## config.mk

```make
export PLATFORM = sky130hd
export DESIGN_NAME = bnn_act_pool
export DESIGN_NICKNAME = d
export VERILOG_FILES = /design/src/rtl/bnn_pkg.sv /design/src/rtl/bnn_sign_unit.sv /design/src/rtl/bnn_act_pool.sv
export SDC_FILE = /design/constraint.sdc
export NUM_CORES = 1
export LEC_CHECK = 0
export CORE_ASPECT_RATIO = 2
export CORE_MARGIN = 4
export CORE_UTILIZATION = 39
export CTS_BUF_LIST = sky130_fd_sc_hd__clkbuf_8
export DETAILED_ROUTE_END_ITERATION = 8
export PLACE_DENSITY = 0.88
export SYNTH_ARGS = -nofsm -noshare
export SYNTH_HDL_FRONTEND = slang
export SYNTH_SLANG_ARGS = --single-unit
export TNS_END_PERCENT = 1
```

## constraint.sdc

```tcl
create_clock -name clk -period 2.38 [get_ports clk]
set_input_delay 0.476 -clock clk [delete_from_list [all_inputs] [get_ports clk]]
set_output_delay 0.476 -clock clk [all_outputs]
set_load 0.02 [all_outputs]
```

## src/rtl/bnn_pkg.sv

```systemverilog
// Shared BNN definitions: default widths, act/pool FSM states and feature bit indexing.
// Used by bnn_conv, bnn_act_pool and the classifier.
package bnn_pkg;

  localparam int BNN_DW  = 32;
  localparam int BNN_NCH = 3;

  typedef enum logic {ACC, HOLD} bnn_state_e;

  // Feature vector layout: pool window major, channel minor.
  function automatic int feat_bit(input int p, input int c, input int nch);
    return p * nch + c;
  endfunction

endpackage

```

## src/rtl/bnn_sign_unit.sv

```systemverilog
// One channel of the activation/pool stage: sign compare against threshold and
// OR-accumulate over the pool window.
module bnn_sign_unit #(
  parameter int DW = 32
) (
  input  logic          clk,
  input  logic          rst_n,
  input  logic [DW-1:0] din,
  input  logic [DW-1:0] thr,
  input  logic          acc_en,
  input  logic          commit,
  input  logic          clr,
  output logic          pool_bit
);

  logic b;
  logic pool_d, pool_q;

  assign b        = ($signed(din) >= $signed(thr));
  // Max-pool of binary values is an OR; includes the frame being accepted now.
  assign pool_bit = pool_q | b;

  always_comb begin
    pool_d = pool_q;
    if (clr)         pool_d = 1'b0;
    else if (acc_en) pool_d = commit ? 1'b0 : pool_bit;
  end

  always_ff @(posedge clk or negedge rst_n) begin
    if (!rst_n) pool_q <= 1'b0;
    else        pool_q <= pool_d;
  end

endmodule

```

## src/rtl/bnn_act_pool.sv

```systemverilog
// BNN sign activation + POOL-frame max-pool, packing NPOOL windows per channel into one feature vector.
// Optional runtime threshold programming via `define BNN_ACT_THR_PROG_EN.
module bnn_act_pool
  import bnn_pkg::*;
#(
  parameter int NCH   = BNN_NCH,
  parameter int DW    = BNN_DW,
  parameter int POOL  = 3,
  parameter int NPOOL = 12,
  parameter logic signed [DW-1:0] THR0 = '0,
  parameter logic signed [DW-1:0] THR1 = '0,
  parameter logic signed [DW-1:0] THR2 = '0
) (
  input  logic                 clk,
  input  logic                 rst_n,
  input  logic [NCH*DW-1:0]    conv_in,
  input  logic                 in_valid,
  output logic                 in_ready,
  input  logic                 flush,
  output logic [NCH*NPOOL-1:0] feat_out,
  output logic                 feat_valid,
  input  logic                 feat_ready
`ifdef BNN_ACT_THR_PROG_EN
  ,
  input  logic                 thr_we,
  input  logic [1:0]           thr_sel,
  input  logic [DW-1:0]        thr_wdata
`endif
);

  localparam int FCW = (POOL > 1) ? $clog2(POOL) : 1;
  localparam int PIW = (NPOOL > 1) ? $clog2(NPOOL) : 1;
  localparam logic [FCW-1:0] FC_LAST = FCW'(POOL - 1);
  localparam logic [PIW-1:0] PI_LAST = PIW'(NPOOL - 1);

  bnn_state_e           state_d, state_q;
  logic [FCW-1:0]       frame_cnt_d, frame_cnt_q;
  logic [PIW-1:0]       pool_idx_d, pool_idx_q;
  logic [NCH*NPOOL-1:0] feat_d, feat_q;
  logic                 accept, commit;
  logic [NCH-1:0]       pool_bit;
  logic [NCH-1:0][DW-1:0] thr, thr_rst;

  genvar c;
  generate
    for (c = 0; c < NCH; c++) begin : g_ch
      assign thr_rst[c] = (c == 0) ? THR0 : (c == 1) ? THR1 : (c == 2) ? THR2 : '0;

      bnn_sign_unit #(.DW(DW)) u_sign (
        .clk     (clk),
        .rst_n   (rst_n),
        .din     (conv_in[c*DW +: DW]),
        .thr     (thr[c]),
        .acc_en  (accept),
        .commit  (commit),
        .clr     (flush),
        .pool_bit(pool_bit[c])
      );
    end
  endgenerate

`ifdef BNN_ACT_THR_PROG_EN
  logic [NCH-1:0][DW-1:0] thr_d, thr_q;

  always_comb begin
    thr_d = thr_q;
    if (thr_we && (int'(thr_sel) < NCH)) thr_d[thr_sel] = thr_wdata;
  end

  always_ff @(posedge clk or negedge rst_n) begin
    if (!rst_n) thr_q <= thr_rst;
    else        thr_q <= thr_d;
  end

  // Compare uses the registered value, so a same-cycle write affects only later frames.
  assign thr = thr_q;
`else
  assign thr = thr_rst;
`endif

  always_comb begin
    state_d     = state_q;
    frame_cnt_d = frame_cnt_q;
    pool_idx_d  = pool_idx_q;
    feat_d      = feat_q;
    accept      = 1'b0;
    commit      = 1'b0;
    case (state_q)
      ACC: begin
        if (in_valid) begin
          accept = 1'b1;
          if (frame_cnt_q == FC_LAST) begin
            commit      = 1'b1;
            frame_cnt_d = '0;
            if (pool_idx_q == PI_LAST) begin
              pool_idx_d = '0;
              state_d    = HOLD;
            end else begin
              pool_idx_d = pool_idx_q + 1'b1;
            end
          end else begin
            frame_cnt_d = frame_cnt_q + 1'b1;
          end
        end
      end
      HOLD:    if (feat_ready) state_d = ACC;
      default: state_d = ACC;
    endcase
    // Flush overrides both a same-cycle frame and a same-cycle vector handshake.
    if (flush) begin
      state_d     = ACC;
      frame_cnt_d = '0;
      pool_idx_d  = '0;
      accept      = 1'b0;
      commit      = 1'b0;
    end
    if (commit) begin
      for (int p = 0; p < NPOOL; p++)
        if (pool_idx_q == PIW'(p))
          for (int k = 0; k < NCH; k++) feat_d[feat_bit(p, k, NCH)] = pool_bit[k];
    end
  end

  always_ff @(posedge clk or negedge rst_n) begin
    if (!rst_n) begin
      state_q     <= ACC;
      frame_cnt_q <= '0;
      pool_idx_q  <= '0;
      feat_q      <= '0;
    end else begin
      state_q     <= state_d;
      frame_cnt_q <= frame_cnt_d;
      pool_idx_q  <= pool_idx_d;
      feat_q      <= feat_d;
    end
  end

  assign in_ready   = (state_q == ACC);
  assign feat_valid = (state_q == HOLD);
  assign feat_out   = feat_q;

endmodule

```

==> impl_table.tex, run 1 <==
\begin{tabular}{lr}
\hline
Metric & Value \\
\hline
\multicolumn{2}{l}{\textbf{Global route}} \\
\quad Grt total ovfl & 0 \\
\quad Pin count of the biggest net entering global routing & 25 \\
\quad GRT Overall Usage & about 15\% \\
\quad Vias in the first global route & around 1500 \\
\quad Global-route wire length before repair & 7180 um \\
\quad Antenna violations before repair & 0 \\
\multicolumn{2}{l}{\textbf{Clock network}} \\
\quad Post-CTS Resized & 0 \\
\quad Buffer cell driving the clock tree root & clkbuf\_8 \\
\quad \# H-tree levels & 2 \\
\quad Clock latency of the later-clocked register in the worst-skew pair & 0.29 ns \\
\quad Clock net sink count & between 40 and 50 \\
\quad Buffers inserted by post-CTS timing repair & 0 \\
\quad Number of hold-repair buffers added at the cts stage & 0 \\
\quad Number of CTS-inserted buffers & 5 \\
\quad Clock slew at the register clock pins of the worst setup and hold paths & approximately 0.080 ns \\
\quad Maximum clock insertion buffer count & 2 \\
\quad Clock tree from TritonCTS & yes \\
\multicolumn{2}{l}{\textbf{Layout}} \\
\quad Antenna diode count & 0 \\
\quad Most common cell after layout, fill and taps aside & dfrtp\_1 \\
\quad Top library cells by usage in the layout, fill and taps aside & dfrtp\_1, clkdlybuf4s50\_1, mux2\_2, nand3\_1, mux2\_1 \\
\quad Ratio of cells with drive above 1 in the final layout & about a quarter \\
\quad Filler instances & 420 \\
\quad Area taken by flip-flops and latches & around 0.0012 mm2 \\
\quad Multi-input gate area in the final layout & 818 um2 \\
\quad Net count of the finished layout & roughly 300 \\
\quad Area added between synthesis and finish & 31.8\% \\
\multicolumn{2}{l}{\textbf{Floorplan}} \\
\quad Site row count & 36 \\
\quad Std-Cell Core Area & 0.00495 mm2 \\
\quad Width of the die & approximately 60 um \\
\quad Starting density of the core & around 41\% \\
\quad Number of top-level design ports & $\sim$140 \\
\quad Overall die area & between 0.006 and 0.007 mm2 \\
\quad Die extent in y & roughly 110 um \\
\multicolumn{2}{l}{\textbf{STA}} \\
\quad Setup repair after global routing missed its margin & no \\
\quad Worst rel slew slack & between 60\% and 70\% \\
\quad Total count of hold-check failures in the final report & 0 \\
\quad Worst clock skew & just over 0.006 ns \\
\quad Final cycle utilization of the critical path & between 80\% and 90\% \\
\quad Total of endpoints with negative setup slack in the final report & 0 \\
\quad Maximum frequency from static timing analysis & a little over 0.5 GHz \\
\quad Slew Limit Fails & 0 \\
\quad Sum of negative setup slack & 0 ns \\
\quad Min Clock Period, post-route & 1.94 ns \\
\quad Actual slew at the worst max-slew pin & 0.589 ns \\
\multicolumn{2}{l}{\textbf{Critical path}} \\
\quad Critical Path Sink Type & output port \\
\quad Launch instance of the worst register-to-register path & pool\_idx\_q[2] \\
\quad Origin of the worst setup path & feat\_valid \\
\quad Data arrival time of the critical path & 1.46 ns \\
\quad Category of the worst setup path launch point & flip-flop \\
\quad Largest driver fanout on the critical path & 6 \\
\quad Kind of critical path & reg2out \\
\quad Critical path data required time & 1.90 ns \\
\multicolumn{2}{l}{\textbf{Power}} \\
\quad Power per cell area & between 500 and 600 mW/mm2 \\
\quad Reported leakage power & 1.20 nW \\
\quad Overall power consumption & $\sim$1.5 mW \\
\quad Maximum resistive drop on vdd & 0.000539 V \\
\multicolumn{2}{l}{\textbf{Yosys}} \\
\quad Number of warning messages in the yosys log & 0 \\
\quad Register area share after synthesis & 57.3\% \\
\quad Yosys cell types & 26 \\
\quad Post-synth net total & 251 \\
\quad Mapped cell area & 0.00201 mm2 \\
\quad Synth Register Bits & between 40 and 50 \\
\quad Gate count after technology mapping & 146 \\
\quad Average footprint of a synthesized cell & between 10 and 15 um2 \\
\multicolumn{2}{l}{\textbf{Detailed routing}} \\
\quad Routed WL & between 4000 and 5000 um \\
\quad Number of violations reported at the end of detailed-routing iteration 0 & 35 \\
\quad Vias after detailed routing & 1317 \\
\quad Count of unresolved DRC violations after routing & 0 \\
\quad Average wire per cell in the routed design & approximately 17 um \\
\quad Avg Vias per Cell & 5.19 \\
\quad Pre-antenna DRT Iters & 4 \\
\quad Number of nets with antenna violations after detailed routing & 0 \\
\multicolumn{2}{l}{\textbf{Place}} \\
\quad Half-perimeter wire length of the detailed placement result & between 3000 and 4000 um \\
\quad Weighted congestion reported at the end of routability-driven placement & 0.795 \\
\quad Number of port buffers & between 40 and 50 \\
\multicolumn{2}{l}{\textbf{Outcome}} \\
\quad Status & finished, final reports clean \\
\multicolumn{2}{l}{\textbf{Run}} \\
\quad Max cap viols & 0 \\
\multicolumn{2}{l}{\textbf{Hold path}} \\
\quad Class of the worst hold path & in2async \\
\hline
\end{tabular}
## cell type report
type / count / share of cell area, %
multi-input combinational: 91 / 30.9
clock buffer: 5 / 2.60
inverter: 4 / 0.567
tap: 57 / 2.70
clock inverter: 3 / 1.56
sequential: 46 / 43.5
timing repair buffer: 48 / 18.2
## cells by family after synthesis
| logic type | count (synthesis) | share of synthesized area, % |
|---|---|---|
| buf+inv | 9 | 1.93 |
| flops | 46 | 57.3 |
| simple gates | 39 | 14.3 |
| mux | 37 | 20.7 |
| compound gates | 11 | 3.30 |
| fa+ha+maj | 4 | 2.49 |
## final timing paths
check / endpoint / slack [ns] / cells past startpoint
setup / recovery: in_ready / 0.44 / 2
hold / removal: feat_out[35] / 0.16 / 1
setup reg to reg: feat_out[3] / 0.83 / 3
hold reg to reg: g_ch[0].u_sign.pool_q / 0.49 / 1
max in group asynchronous: feat_out[23] / 1.71 / 2
min in group clk: g_ch[0].u_sign.pool_q / 0.49 / 1
## worst max-delay path, stage by stage, from the launching register on
cell,delay [ns]
dfrtp_1,0.46
inv_1,0.11
clkdlybuf4s50_1,0.60
## per-stage QoR
stage | cells | utilization, % | hold slack, ns | cell area (um2) | setup slack, ns
CTS | 254 | 53.4 | 0.169 | 2650 | 0.434
global placement | 246 | 51.2 | 0.464 | 2540 | 0.317
finish | 254 | 53.4 | 0.161 | 2650 | 0.441
floorplan | 146 | - | 0.180 | 2010 | 0.813
detailed placement | 246 | 51.2 | 0.472 | 2540 | 0.271
global route | 254 | 53.4 | 0.182 | 2650 | 0.387
## synth_stat cells (all sizes together)
cell / instances / share of area (%)
dfrtp: 46 / 57
mux2: 36 / 20
nand3: 13 / 4.2
nor2: 7 / 1.3
nand2: 6 / 1.1
a21oi: 4 / 1.0
ha: 4 / 2.5
inv: 4 / 0.75
nand2b: 4 / 1.2
and4bb: 3 / 1.9
clkbuf: 3 / 0.56
o21a: 3 / 1.1
buf: 2 / 0.62
o21ai: 2 / 0.50
a31oi: 1 / 0.31
mux2i: 1 / 0.50
nand4bb: 1 / 1.4
nor3b: 1 / 0.62
nor4b: 1 / 1.2
o31ai: 1 / 0.37
or3b: 1 / 0.44
or4: 1 / 0.37
or4b: 1 / 0.50
## power breakdown
group | total [mW] | switching, mW | leakage [nW] | internal, mW
clock | 0.555 | 0.246 | 0.0556 | 0.309
combinational | 0.151 | 0.0844 | 0.510 | 0.0663
sequential | 0.820 | 0.0165 | 0.635 | 0.803
total | 1.53 | 0.347 | 1.20 | 1.18
## layer usage
layer,GRT usage (%),vias up,share of wire [%]
li1,-,611,-
met3,2.47,7,3.8
met1,15.7,655,37
met2,28.1,44,57
met4,7.29,0,2.3
met5,0,-,0
## registers in the layout (all words and copies together), names as in the netlist
| name | count |
|---|---|
| feat_out | 36 |
| feat_valid | 1 |
| frame_cnt_q | 2 |
| g_ch.u_sign.pool_q | 3 |
| pool_idx_q | 4 |
Note: power is estimated with default switching activity, not from simulation.
==> run 2: changes to the inputs <==
Settings changed: CORE_UTILIZATION 39 to 33, PLACE_DENSITY 0.88 to 0.79.
Clock period 2.38 ns to 1.6 ns, I/O delays scaled along.
==> run 2 against run 1 <==
Clock skew about the same. Power is 52% higher. Routed wire length is 1.1% lower. Flip-flop and latch count stayed put. First-iteration DRC count grew 49%. Clock power increased by 56%. Via count is 2.1% higher. Die area increased by 16%. Sequential power rose by 49%. Largest cell class unchanged.
==> impl_table.tex, run 2 (synthesis gave the netlist of run 1 again) <==
\begin{tabular}{lr}
\hline
Metric & Value \\
\hline
\multicolumn{2}{l}{\textbf{Outcome}} \\
\quad Status & finished, final reports clean (unchanged) \\
\multicolumn{2}{l}{\textbf{Critical path}} \\
\quad Largest driver fanout on the critical path & 8 (was 6) \\
\quad R2r setup slk & 0.07 ns (was 0.83 ns) \\
\quad Category of the worst setup path launch point & flip-flop (unchanged) \\
\quad Cells along the critical path & nor4b\_4, nand3\_2, mux2\_1 (was inv\_1, clkdlybuf4s50\_1) \\
\quad Kind of critical path & reg2reg (was reg2out) \\
\quad Worst-case reg-to-reg path depth & 3 (unchanged) \\
\quad Crit path largest cell delay & 0.47 ns (was 0.60 ns) \\
\quad Critical Path Slowest Stage Cell & dfrtp\_2 (was clkdlybuf4s50\_1) \\
\quad Data arrival time of the critical path & 1.71 ns (was 1.46 ns) \\
\quad Critical Path Sink Type & flip-flop (was output port) \\
\quad Critical path data required time & 1.79 ns (was 1.90 ns) \\
\quad Launch instance of the worst register-to-register path & pool\_idx\_q[2] (unchanged) \\
\quad Capture instance of the worst register-to-register path & feat\_out[2] (was feat\_out[3]) \\
\multicolumn{2}{l}{\textbf{Detailed routing}} \\
\quad Average wire per cell in the routed design & 15.8 um (was 17.1 um) \\
\quad Number of violations reported at the end of detailed-routing iteration 0 & 52 (was 35) \\
\quad Routed WL & 4280 um (was 4330 um) \\
\quad Number of nets with antenna violations after detailed routing & 0 (unchanged) \\
\quad Avg Vias per Cell & 4.96 (was 5.19) \\
\quad Pre-antenna DRT Iters & 4 (unchanged) \\
\quad Vias after detailed routing & 1345 (was 1317) \\
\quad Count of unresolved DRC violations after routing & 0 (unchanged) \\
\multicolumn{2}{l}{\textbf{Floorplan}} \\
\quad Die extent in y & 118 um (was 109 um) \\
\quad Site row count & 40 (was 36) \\
\quad Overall die area & 0.00747 mm2 (was 0.00643 mm2) \\
\quad Number of top-level design ports & 139 (unchanged) \\
\quad Width of the die & 63.2 um (was 58.7 um) \\
\quad Starting density of the core & 33.7\% (was 40.5\%) \\
\quad Std-Cell Core Area & 0.00596 mm2 (was 0.00495 mm2) \\
\multicolumn{2}{l}{\textbf{Clock network}} \\
\quad Buffer cell driving the clock tree root & clkbuf\_8 (unchanged) \\
\quad Post-CTS Resized & 15 (was 0) \\
\quad Clock slew at the register clock pins of the worst setup and hold paths & 0.09 ns (was 0.08 ns) \\
\quad Number of CTS-inserted buffers & 5 (unchanged) \\
\quad Number of hold-repair buffers added at the cts stage & 0 (unchanged) \\
\quad Buffers inserted by post-CTS timing repair & 0 (unchanged) \\
\quad Clock tree from TritonCTS & yes (unchanged) \\
\quad Maximum clock insertion buffer count & 2 (unchanged) \\
\quad Clock latency of the later-clocked register in the worst-skew pair & 0.30 ns (was 0.29 ns) \\
\quad \# H-tree levels & 2 (unchanged) \\
\quad Clock net sink count & 46 (unchanged) \\
\multicolumn{2}{l}{\textbf{Layout}} \\
\quad Flip-flop count of the largest register after layout & 36 (unchanged) \\
\quad Area added between synthesis and finish & 38.6\% (was 31.8\%) \\
\quad Utilization after layout & 46.7\% (was 53.4\%) \\
\quad Final Instance Count excl. Fillers & 271 (was 254) \\
\quad Net count of the finished layout & 312 (was 301) \\
\quad Top library cells by usage in the layout, fill and taps aside & dfrtp\_1, mux2\_2, dlymetal6s2s\_1, dlygate4sd2\_1, buf\_4 (was dfrtp\_1, clkdlybuf4s50\_1, mux2\_2, nand3\_1, mux2\_1) \\
\quad Filler instances & 523 (was 420) \\
\quad Antenna diode count & 0 (unchanged) \\
\quad Ratio of cells with drive above 1 in the final layout & 30.3\% (was 24.9\%) \\
\quad Most common cell after layout, fill and taps aside & dfrtp\_1 (unchanged) \\
\multicolumn{2}{l}{\textbf{Power}} \\
\quad Reported leakage power & 1.72 nW (was 1.20 nW) \\
\quad Power per cell area & 835 mW/mm2 (was 577 mW/mm2) \\
\quad Overall power consumption & 2.32 mW (was 1.53 mW) \\
\quad Maximum resistive drop on vdd & 0.000926 V (was 0.000539 V) \\
\multicolumn{2}{l}{\textbf{STA}} \\
\quad Final cycle utilization of the critical path & between 90\% and 100\% \\
\quad Min Clock Period, post-route & about 1.5 ns \\
\quad Total of endpoints with negative setup slack in the final report & 0 (unchanged) \\
\quad Actual slew at the worst max-slew pin & 0.588 ns (was 0.589 ns) \\
\quad Total count of hold-check failures in the final report & 0 (unchanged) \\
\quad Worst rel slew slack & 60.8\% (was 60.7\%) \\
\quad Worst hold margin & 0.0947 ns (was 0.161 ns) \\
\quad Sum of negative setup slack & 0 ns (unchanged) \\
\quad Maximum frequency from static timing analysis & roughly 0.66 GHz \\
\quad Slew Limit Fails & 0 (unchanged) \\
\quad Worst clock skew & 0.00638 ns (was 0.00605 ns) \\
\quad Setup repair after global routing missed its margin & yes (was no) \\
\multicolumn{2}{l}{\textbf{Global route}} \\
\quad Grt total ovfl & 0 (unchanged) \\
\quad Global-route wire length before repair & 7260 um (was 7180 um) \\
\quad Antenna violations before repair & 0 (unchanged) \\
\quad GRT Overall Usage & 12.7\% (was 15.1\%) \\
\quad Pin count of the biggest net entering global routing & 47 (was 25) \\
\quad Global Route met1 Usage & 13.5\% (was 15.7\%) \\
\quad Vias in the first global route & 1467 (was 1489) \\
\quad Met2 Track Usage GR & 22.3\% (was 28.1\%) \\
\quad Layer with the highest usage & met2 (unchanged) \\
\quad GR Util met3 & 2.95\% (was 2.47\%) \\
\multicolumn{2}{l}{\textbf{Hold path}} \\
\quad Class of the worst hold path & in2async (unchanged) \\
\multicolumn{2}{l}{\textbf{Run}} \\
\quad Max cap viols & 0 (unchanged) \\
\multicolumn{2}{l}{\textbf{Place}} \\
\quad Half-perimeter wire length of the detailed placement result & 3240 um (was 3280 um) \\
\quad Weighted congestion reported at the end of routability-driven placement & 0.805 (was 0.795) \\
\quad Cell count after placement & 263 (was 246) \\
\quad Number of port buffers & 45 (unchanged) \\
\hline
\end{tabular}
-- run 2: cell type report --
class                      instances  area, um2  area share (%)
inverter                           4       15.0           0.540
multi-input combinational         91        821            29.5
clock buffer                       5       68.8            2.47
sequential                        46       1150            41.4
clock inverter                     3       45.0            1.62
tap                               63       78.8            2.83
timing repair buffer              59        602            21.6
-- run 2: layer usage --
| metal | wire, um | up-vias | share of wire (%) |
|---|---|---|---|
| li1 | - | 636 | - |
| met3 | 218 | 6 | 5.1 |
| met1 | 1690 | 665 | 39 |
| met5 | 0 | - | 0 |
| met2 | 2270 | 38 | 53 |
| met4 | 113 | 0 | 2.6 |
-- run 2: worst max-delay path by stage --
stage | start | end | slack [ns] | cells after the start
4_1_cts | feat_out[27] | feat_out[27] | 0.0001 | 1
5_1_grt | pool_idx_q[2] | feat_out[6] | -0.003 | 3
3_5_place_dp | flush | feat_out[21] | -0.23 | 5
2_1_floorplan | feat_valid | feat_out[0] | 0.13 | 4
3_3_place_gp | in_valid | feat_out[27] | -0.22 | 5
6_report | pool_idx_q[2] | feat_out[2] | 0.07 | 3
-- run 2: worst max-delay path, delay by kind of cell, from the launching register on --
kind / cells / cell delay [ns]
and+or+nand+nor: 2 / 0.60
DFF: 1 / 0.47
muxes: 1 / 0.34
-- run 2: per-stage QoR --
step / area, um2 / setup slack [ns]
floorplan: 2010 / 0.133
global placement: 2630 / -0.219
detailed placement: 2630 / -0.225
CTS: 2720 / 0.000135
global route: 2780 / -0.00264
finish: 2780 / 0.0742
-- run 2: report_power, final --
part	leakage, nW	switching, mW	internal (mW)
clock network	0.0504	0.400	0.464
registers	0.634	0.0215	1.20
logic	1.04	0.127	0.116
